<file path="src/rtl/demux1_8_deser_if.sv">
// Serial-in / parallel-out bus of the deserializer: serial handshake, abort, word handshake, status.
// Modport slave is the deserializer side; master is the serial source plus word consumer.
interface demux1_8_deser_if #(
    parameter int WIDTH = 8,
    parameter int SEL_W = 3
);
    logic             clear;
    logic             d_in;
    logic             d_valid;
    logic             d_ready;
    logic [WIDTH-1:0] y;
    logic             y_valid;
    logic             y_ready;
    logic [SEL_W-1:0] cur_sel;
    logic             par_err;

    modport slave (
        input  clear,
        input  d_in,
        input  d_valid,
        output d_ready,
        output y,
        output y_valid,
        input  y_ready,
        output cur_sel,
        output par_err
    );

    modport master (
        output clear,
        output d_in,
        output d_valid,
        input  d_ready,
        input  y,
        input  y_valid,
        output y_ready,
        input  cur_sel,
        input  par_err
    );
endinterface

</file>
<file path="src/rtl/demux1_8_deser.sv">
// Serial-to-parallel collector: each accepted bit lands at position cur_sel, LSB first; optional DEMUX_PARITY_EN adds an even-parity bit per frame.
// Latency: y_valid rises the cycle after the last frame bit (WIDTH cycles from the first bit when streaming).
// Backpressure: only the completing bit stalls, and only while a previous word is still unconsumed.
module demux1_8_deser #(
    parameter int WIDTH = 8,
`ifdef DEMUX_PARITY_EN
    parameter int SEL_W = 4
`else
    parameter int SEL_W = 3
`endif
) (
    input  logic clk,
    input  logic rst_n,
    demux1_8_deser_if.slave bus
);

`ifdef DEMUX_PARITY_EN
    localparam int LAST = WIDTH;
`else
    localparam int LAST = WIDTH - 1;
`endif
    localparam logic [SEL_W-1:0] LAST_SEL = SEL_W'(LAST);

    generate
        if (WIDTH < 2 || (WIDTH & (WIDTH - 1)) != 0) begin : g_bad_width
            $error("demux1_8_deser: WIDTH must be a power of 2 and >= 2");
        end
        if (SEL_W != $clog2(LAST + 1)) begin : g_bad_sel_w
            $error("demux1_8_deser: SEL_W does not match the frame length");
        end
    endgenerate

    logic [SEL_W-1:0] sel_q, sel_d;
    logic [WIDTH-1:0] col_q, col_d;
    logic [WIDTH-1:0] y_q, y_d;
    logic             y_valid_q, y_valid_d;

    logic             at_last;
    logic             d_ready;
    logic             accept;
    logic             complete;
    logic [WIDTH-1:0] frame_word;

    assign at_last  = (sel_q == LAST_SEL);
    assign d_ready  = !(at_last && y_valid_q && !bus.y_ready);
    // A bit offered together with clear is dropped, so it never counts as accepted.
    assign accept   = bus.d_valid && d_ready && !bus.clear;
    assign complete = accept && at_last;

`ifdef DEMUX_PARITY_EN
    assign frame_word = col_q;
`else
    assign frame_word = {bus.d_in, col_q[WIDTH-2:0]};
`endif

    always_comb begin
        sel_d     = sel_q;
        col_d     = col_q;
        y_d       = y_q;
        y_valid_d = y_valid_q;

        if (y_valid_q && bus.y_ready) begin
            y_valid_d = 1'b0;
        end

        if (bus.clear) begin
            sel_d = '0;
            col_d = '0;
        end else if (complete) begin
            sel_d     = '0;
            col_d     = '0;
            y_d       = frame_word;
            y_valid_d = 1'b1;
        end else if (accept) begin
            sel_d = sel_q + SEL_W'(1);
            for (int k = 0; k < WIDTH; k++) begin
                if (sel_q == SEL_W'(k)) begin
                    col_d[k] = bus.d_in;
                end
            end
        end
    end

    always_ff @(posedge clk) begin
        if (!rst_n) begin
            sel_q     <= '0;
            col_q     <= '0;
            y_q       <= '0;
            y_valid_q <= 1'b0;
        end else begin
            sel_q     <= sel_d;
            col_q     <= col_d;
            y_q       <= y_d;
            y_valid_q <= y_valid_d;
        end
    end

`ifdef DEMUX_PARITY_EN
    logic par_err_q, par_err_d;

    // Even parity over data plus parity bit: a set flag means an odd total.
    always_comb begin
        par_err_d = par_err_q;
        if (complete) begin
            par_err_d = (^col_q) ^ bus.d_in;
        end
    end

    always_ff @(posedge clk) begin
        if (!rst_n) begin
            par_err_q <= 1'b0;
        end else begin
            par_err_q <= par_err_d;
        end
    end

    assign bus.par_err = par_err_q;
`else
    assign bus.par_err = 1'b0;
`endif

    assign bus.d_ready = d_ready;
    assign bus.y       = y_q;
    assign bus.y_valid = y_valid_q;
    assign bus.cur_sel = sel_q;

endmodule

</file>
<file path="src/flat_wrapper.sv">
// flat-port wrapper written by rule: the top's interface ports become plain ports
module demux1_8_deser_flat 
#(
    parameter int WIDTH = 8,

    parameter int SEL_W = 3

)
  (clk, rst_n, bus_clear, bus_d_in, bus_d_valid, bus_d_ready, bus_y, bus_y_valid, bus_y_ready, bus_cur_sel, bus_par_err);
  demux1_8_deser_if #(.WIDTH(WIDTH), .SEL_W(SEL_W)) bus_i ();
  input  logic clk;
  input  logic rst_n;
  input wire logic [$bits(bus_i.clear)-1:0] bus_clear;
  input wire logic [$bits(bus_i.d_in)-1:0] bus_d_in;
  input wire logic [$bits(bus_i.d_valid)-1:0] bus_d_valid;
  output wire logic [$bits(bus_i.d_ready)-1:0] bus_d_ready;
  output wire logic [$bits(bus_i.y)-1:0] bus_y;
  output wire logic [$bits(bus_i.y_valid)-1:0] bus_y_valid;
  input wire logic [$bits(bus_i.y_ready)-1:0] bus_y_ready;
  output wire logic [$bits(bus_i.cur_sel)-1:0] bus_cur_sel;
  output wire logic [$bits(bus_i.par_err)-1:0] bus_par_err;
  assign bus_i.clear = bus_clear;
  assign bus_i.d_in = bus_d_in;
  assign bus_i.d_valid = bus_d_valid;
  assign bus_d_ready = bus_i.d_ready;
  assign bus_y = bus_i.y;
  assign bus_y_valid = bus_i.y_valid;
  assign bus_i.y_ready = bus_y_ready;
  assign bus_cur_sel = bus_i.cur_sel;
  assign bus_par_err = bus_i.par_err;
  demux1_8_deser #(.WIDTH(WIDTH), .SEL_W(SEL_W)) u_core (.clk(clk), .rst_n(rst_n), .bus(bus_i));
endmodule
</file>
<file path="config.mk">
export PLATFORM = sky130hd
export DESIGN_NAME = demux1_8_deser_flat
export DESIGN_NICKNAME = d
export VERILOG_FILES = /design/src/rtl/demux1_8_deser_if.sv /design/src/rtl/demux1_8_deser.sv /design/src/flat_wrapper.sv
export SDC_FILE = /design/constraint.sdc
export NUM_CORES = 1
export LEC_CHECK = 0
export BUFFER_PORTS_ARGS = -buffer_cell sky130_fd_sc_hd__buf_2
export CAP_MARGIN = 0
export CORE_ASPECT_RATIO = 2
export CORE_MARGIN = 10
export CORE_UTILIZATION = 35
export DETAILED_ROUTE_END_ITERATION = 8
export SLEW_MARGIN = 10
export SYNTH_ARGS = -nofsm -noshare
export SYNTH_HDL_FRONTEND = slang
export SYNTH_SLANG_ARGS = --single-unit
</file>
<file path="constraint.sdc">
create_clock -name clk -period 4.3 [get_ports clk]
set_clock_uncertainty 0.05 [all_clocks]
set_input_delay 0.43 -clock clk [delete_from_list [all_inputs] [get_ports clk]]
set_output_delay 0.43 -clock clk [all_outputs]
set_load 0.01 [all_outputs]
</file>
==> flow_metrics.env, run 1 <==
export IMPL_detail_route_iter0_violations=15
export IMPL_dp_hpwl_um=1570
export IMPL_holdWs_ns=0.405
export IMPL_layout_nets=128
export IMPL_synth_seq_area_share_pct=38.4
export IMPL_die_area_um2=5480
export IMPL_p_seq_share_pct=56.1
export IMPL_synth_edf_count=0
export IMPL_drt_pass1_iter_count=2
export IMPL_synth_seq_cells=19
export IMPL_min_from="u_core.bus.y[4]"
export IMPL_total_power_uw=317
export IMPL_r2r_end="u_core.bus.y[5]"
export IMPL_post_route_min_period_ns=2.09
export IMPL_cts_num_sinks=19
export IMPL_rsz0062_at_grt="no"
export IMPL_cts_hold_buf=0
export IMPL_final_cell_mix="dfxtp_1, buf_2, nand2_1, mux2i_1, o211ai_1"
export IMPL_overflow=0
export IMPL_finalInstanceArea_um2=1090
export IMPL_die_h_um=95.2
export IMPL_drive_gt1_share_pct=24.3
export IMPL_io_buffers=18
export IMPL_tns_ns=0
export IMPL_final_common_cell="dfxtp_1"
export IMPL_fin_ws_ns=2.21
export IMPL_power_leakage_nw=0.460
export IMPL_final_max_slew_viol_count=0
export IMPL_cts_path_max_buffers=2
export IMPL_power_switching_uw=68.4
export IMPL_start_util_pct=36.2
export IMPL_combPwrFrac_pct=5.7
export IMPL_crit_path_start_kind="flip-flop"
export IMPL_hold_depth=2
export IMPL_max_cap_violations=0
export IMPL_vias=734
export IMPL_cts_made_buffers=3
export IMPL_r2r_start="u_core.bus.cur_sel[0]"
export IMPL_finalCritPeriodShare_pct=48.7
export IMPL_critPathRequiredTime_ns=3.82
export IMPL_viasPerCell=5.10
export IMPL_cellPowerDensity_nw_per_um2=290
export IMPL_finalWeightedCongestion=0.748
export IMPL_finalHoldViolations=0
export IMPL_clock_power_share_pct=38.2
export IMPL_diodes=0
export IMPL_max_freq_mhz=477
export IMPL_slew_headroom_pct=44.2
export IMPL_grt_pass1_vias=751
export IMPL_cts_setup_buffers=0
export IMPL_crit_fanout=12
export IMPL_io_pins=20
export IMPL_hold_end="u_core.bus.y[4]"
export IMPL_swShare_pct=21.6
export IMPL_antenna_found_initial=0
export IMPL_grt_pass1_wl_um=3230
export IMPL_status="completed"
export IMPL_cp_arrival_ns=1.61
export IMPL_htree_num_levels=1
export IMPL_p_int_uw=249
export IMPL_ir_drop_mv=0.118
export IMPL_worst_pin_slew_ns=0.833
export IMPL_drc=0
export IMPL_ant_nets=0
export IMPL_pre_cts_ws_ns=2.28
export IMPL_grt_max_degree=19
export IMPL_syn_nets=113
export IMPL_rr_worst_depth=5
export IMPL_ys_warnings_count=0
export IMPL_cts_resized_gates=0
export IMPL_die_w_um=57.6
export IMPL_placed_area_um2=1050
export IMPL_synth_async_reset_ratio_pct=0
export IMPL_wl_per_cell_um=13.6
export IMPL_syn_inst=101
export IMPL_synth_ff_type="dfxtp_1"
export IMPL_cts_tree="built"
export IMPL_path_clk_slew_ns=0.07
export IMPL_grt_usage_pct=7.25
export IMPL_r2r_setup_slack_ns=2.30
export IMPL_syn2layout_area_growth_pct=10.5
export IMPL_startpoint="u_core.bus.cur_sel[0]"
export IMPL_hold_class="flip-flop to flip-flop"
export IMPL_root_buffer="clkbuf_8"
export IMPL_fin_util_pct=40.0
export IMPL_worstSkewPairLatency_ns=0.25
export IMPL_drt_wl_total_um=1960
export IMPL_syn_cell_area_um2=990
export IMPL_setup_viol=0
export IMPL_synth_avg_cell_area_um2=9.80
export IMPL_dp_cells=140
export IMPL_core_um2=2740
export IMPL_path_class="flip-flop to output pin"
export IMPL_layoutNonFillerInstCount=144
export IMPL_worstSetupEndpointType="output pin"
export IMPL_rows=27
export IMPL_yosysUniqueCellTypes=27
## logic make-up (layout without fill, tap and decap cells)
family,count (synthesis),count (layout),share of synthesized area (%)
and+or+nand+nor,32,32,16.9
other,1,1,0.379
AOI/OAI and AO/OA,16,16,13.1
buffers and inverters,12,26,8.34
muxes,15,15,15.2
DFF,19,19,38.4
adders and majority gates,6,6,7.59
## synth_stat cells (2+ instances only)
library cell,number,area share [%]
and2b_1,2,1.5
mux2i_1,15,15
buf_4,5,3.8
ha_1,6,7.6
inv_1,3,1.1
nand2_1,16,6.1
dfxtp_1,19,38
a21oi_1,2,1.0
nand4_1,6,3.8
o211ai_1,7,5.3
nand3_1,3,1.5
o21ai_0,2,1.0
## worst max-delay path, stage by stage, from the launching register on
cell and delay, ns:
dfxtp_1 0.35, ha_1 0.24, ha_1 0.21, and3b_1 0.22, inv_2 0.17, buf_2 0.17
## metal layers
layer,track usage [%],up-vias,wire length (µm)
met5,0,-,0
met3,2.53,5,102
met2,13.5,15,1040
met1,6.46,333,770
li1,-,381,-
met4,4.13,0,47
## layout make-up
type,instances,area (µm²)
clock buffer,4,45.0
fill,269,1640
inverter,4,15.0
multi-input combinational,70,527
sequential,19,380
tap,29,36.3
timing repair buffer,18,90.1
## registers in the layout (all words and copies together) (netlist names)
| signal | flops |
|---|---|
| u_core.bus.cur_sel | 3 |
| u_core.bus.y | 8 |
| u_core.bus.y_valid | 1 |
| u_core.col_q | 7 |
## how the worst max path moves through the flow
stage                           end  slack, ns  depth (start not counted)
detailed placement  u_core.bus.y[5]       2.28                          5
finish                  bus_d_ready       2.21                          5
CTS                     bus_d_ready       2.19                          5
global placement    u_core.bus.y[3]       2.33                          5
global route        u_core.bus.y[1]       2.08                          5
floorplan               bus_d_ready       2.66                          5
## power groups by stage
stage / Combinational, mW / Sequential, mW / Clock [mW]
finish: 0.0181 / 0.178 / 0.121
global route: 0.0204 / 0.178 / 0.134
CTS: 0.0182 / 0.178 / 0.126
detailed placement: 0.0182 / 0.182 / 0
global placement: 0.0178 / 0.182 / 0
floorplan: 0.0144 / 0.182 / 0
Note: power is estimated with default switching activity, not from simulation.
==> run 2: changes to the inputs <==
--- a/config.mk
+++ b/config.mk
@@ -5,6 +5,7 @@
 export SDC_FILE = /design/constraint.sdc
 export NUM_CORES = 1
 export LEC_CHECK = 0
+export ABC_AREA = 1
 export BUFFER_PORTS_ARGS = -buffer_cell sky130_fd_sc_hd__buf_2
 export CAP_MARGIN = 0
 export CORE_ASPECT_RATIO = 2
==> constraint.sdc (replaced) <==
create_clock -name clk -period 2.2 [get_ports clk]
set_clock_uncertainty 0.05 [all_clocks]
set_input_delay 0.22 -clock clk [delete_from_list [all_inputs] [get_ports clk]]
set_output_delay 0.22 -clock clk [all_outputs]
set_load 0.01 [all_outputs]
==> run 2 against run 1 <==
Compared with the run above:
- combinational power increased to 2.6 times the previous value
- routed wire length up 14%
- synthesized cell count up 41%
- sequential power up 94%
- total power up 100%
- critical path depth shrank 1
- global-route usage is 0.77 points higher
- register-to-register slack worse by 1.7 ns
- setup slack worse by 1.9 ns
- count of clock-buffer cells in the layout fell by 1
- non-clock buffer count increased by 2
- sequential cell count unchanged
==> flow_metrics.env, run 2 <==
export IMPL_status="completed"
export IMPL_synthAdderAreaFrac_pct=6.94
export IMPL_max_freq_mhz=525
export IMPL_synth_xor_area_share_pct=0
export IMPL_hold_depth=3
export IMPL_finalHoldViolations=0
export IMPL_die_h_um=98.6
export IMPL_synth_compound_area_share_pct=5.56
export IMPL_worstSetupEndpointType="output pin"
export IMPL_viasPerCell=4.90
export IMPL_die_area_um2=5850
export IMPL_drt_pass1_iter_count=3
export IMPL_r2r_setup_slack_ns=0.57
export IMPL_layout_nets=173
export IMPL_vias=931
export IMPL_diodes=0
export IMPL_grt_max_degree=20
export IMPL_cts_tree="built"
export IMPL_min_from="bus_d_in"
export IMPL_fillers=317
export IMPL_final_cell_mix="inv_1, nand2_1, dfxtp_1, buf_2, nand4_1"
export IMPL_synth_common_cells="inv_1, nand2_1, dfxtp_1"
export IMPL_io_buffers=18
export IMPL_synth_avg_cell_area_um2=7.61
export IMPL_cellPowerDensity_nw_per_um2=522
export IMPL_fin_util_pct=40.9
export IMPL_cts_setup_buffers=0
export IMPL_core_um2=2980
export IMPL_cp_arrival_ns=1.64
export IMPL_final_max_slew_viol_count=0
export IMPL_ir_drop_mv=0.340
export IMPL_finalCritPeriodShare_pct=86.6
export IMPL_path_class="flip-flop to output pin"
export IMPL_cts_made_buffers=3
export IMPL_ant_nets=0
export IMPL_yosysTopAreaCell="dfxtp_1"
export IMPL_rr_worst_depth=6
export IMPL_io_pins=20
export IMPL_synth_async_reset_ratio_pct=0
export IMPL_synth_ff_type="dfxtp_1"
export IMPL_synth_top_family_by_area="simple AND/OR/NAND/NOR gates"
export IMPL_start_util_pct=36.3
export IMPL_seqCellArea_um2=380
export IMPL_drive_gt1_share_pct=28.7
export IMPL_syn_cell_area_um2=1080
export IMPL_drc=0
export IMPL_max_cap_violations=0
export IMPL_final_common_cell="inv_1"
export IMPL_r2r_start="u_core.bus.cur_sel[0]"
export IMPL_crit_slowest_cell="dfxtp_1"
export IMPL_cts_num_sinks=19
export IMPL_startpoint="u_core.bus.cur_sel[0]"
export IMPL_critPathRequiredTime_ns=1.93
export IMPL_ys_warnings_count=0
export IMPL_synth_seq_area_share_pct=35.2
export IMPL_path_clk_slew_ns=0.07
export IMPL_multi_input_area_um2=539
export IMPL_synth_simple_gate_area_share_pct=36.8
export IMPL_synth_edf_count=0
export IMPL_grt_pass1_wl_um=3860
export IMPL_syn_nets=154
export IMPL_wl_per_cell_um=11.7
export IMPL_hold_end="u_core.bus.y[7]"
export IMPL_crit_path_start_kind="flip-flop"
export IMPL_synth_most_common_cell="inv_1"
export IMPL_overflow=0
export IMPL_synth_seq_cells=19
export IMPL_synthTopCellsByArea="dfxtp_1, inv_1, nand4_1, nand2_1, ha_1"
export IMPL_slowest_delay_ns=0.40
export IMPL_drt_wl_total_um=2230
export IMPL_power_leakage_nw=0.534
export IMPL_root_buffer="clkbuf_8"
export IMPL_crit_path_cell_trace="ha_1 > ha_2 > nand3_4 > buf_2"
export IMPL_finalWeightedCongestion=0.754
export IMPL_syn_inst=142
export IMPL_dp_hpwl_um=1800
export IMPL_crit_fanout=19
export IMPL_tns_ns=0
export IMPL_syn2layout_area_growth_pct=12.7
export IMPL_grt_pass1_vias=951
export IMPL_synth_area_mux_share_pct=0
export IMPL_die_w_um=59.3
export IMPL_largest_reg_flops=8
export IMPL_grt_usage_pct=8.02
export IMPL_r2r_end="u_core.bus.cur_sel[1]"
export IMPL_setup_viol=0
export IMPL_htree_num_levels=1
export IMPL_synth_top_area_share_pct=35.2
export IMPL_detail_route_iter0_violations=24
export IMPL_rsz0062_at_grt="no"
export IMPL_post_route_min_period_ns=1.91
export IMPL_worstSkewPairLatency_ns=0.25
export IMPL_antenna_found_initial=0
export IMPL_yosysUniqueCellTypes=20
export IMPL_cts_path_max_buffers=2
export IMPL_rows=28
export IMPL_hold_class="input pin to flip-flop"
==> run 2: worst max-delay path by stage <==
stage,end,slack (ns),cells after the start
CTS,bus_d_ready,0.13,4
finish,bus_d_ready,0.29,4
floorplan,u_core.col_q[3],0.66,8
detailed placement,bus_d_ready,0.41,4
global placement,bus_d_ready,0.48,4
global route,bus_d_ready,0.16,4
==> run 2: cells by family after synthesis <==
kind of cell | Yosys count
compound gates | 12
fa+ha+maj | 6
buf+inv | 34
flops | 19
other cells | 1
simple gates | 70
==> run 2: area by class of cell <==
| cell class | instances | share of cell area, % |
|---|---|---|
| multi-input cells | 89 | 44.3 |
| flip-flops and latches | 19 | 31.2 |
| inverters | 28 | 9.03 |
| repair buffers | 20 | 8.62 |
| clock buffers | 3 | 3.39 |
| well taps | 30 | 3.08 |
| clock inverters | 1 | 0.411 |
==> run 2: critical path, delay by kind of cell, from the launching register on <==
family / cells / cell delay (ns)
adders and majority gates: 2 / 0.53
buffers and inverters: 1 / 0.21
and+or+nand+nor: 1 / 0.23
DFF: 1 / 0.40
==> run 2: what timing repair did <==
item | CTS | global route
endpoints found under the setup margin | 0 | 1
resized for setup | 0 | 1
hold buffers | 0 | 0
==> run 2: through the flow <==
| step | hold slack, ns | cell area [µm²] | cells | power (mW) | setup slack (ns) |
|---|---|---|---|---|---|
| 6_report | 0.211 | 1220 | 190 | 0.636 | 0.294 |
| 2_1_floorplan | 0.344 | 1080 | 142 | 0.393 | 0.658 |
| 4_1_cts | 0.211 | 1220 | 190 | 0.646 | 0.128 |
| 3_3_place_gp | 0.398 | 1170 | 186 | 0.400 | 0.476 |
| 3_5_place_dp | 0.404 | 1170 | 186 | 0.402 | 0.409 |
| 5_1_grt | 0.224 | 1220 | 190 | 0.661 | 0.163 |
==> run 2: report_power, final <==
part           internal, mW  switching, mW
clock network         0.126          0.117
registers             0.345        0.00130
logic                0.0145         0.0328
==> run 2: per-layer routing <==
metal  global-route usage [%]  up-vias  wire [µm]
li1                         -      485          -
met1                     8.07      425        905
met2                     13.4       17       1120
met3                     2.70        4        158
met4                     4.80        0         44
met5                        0        -          0
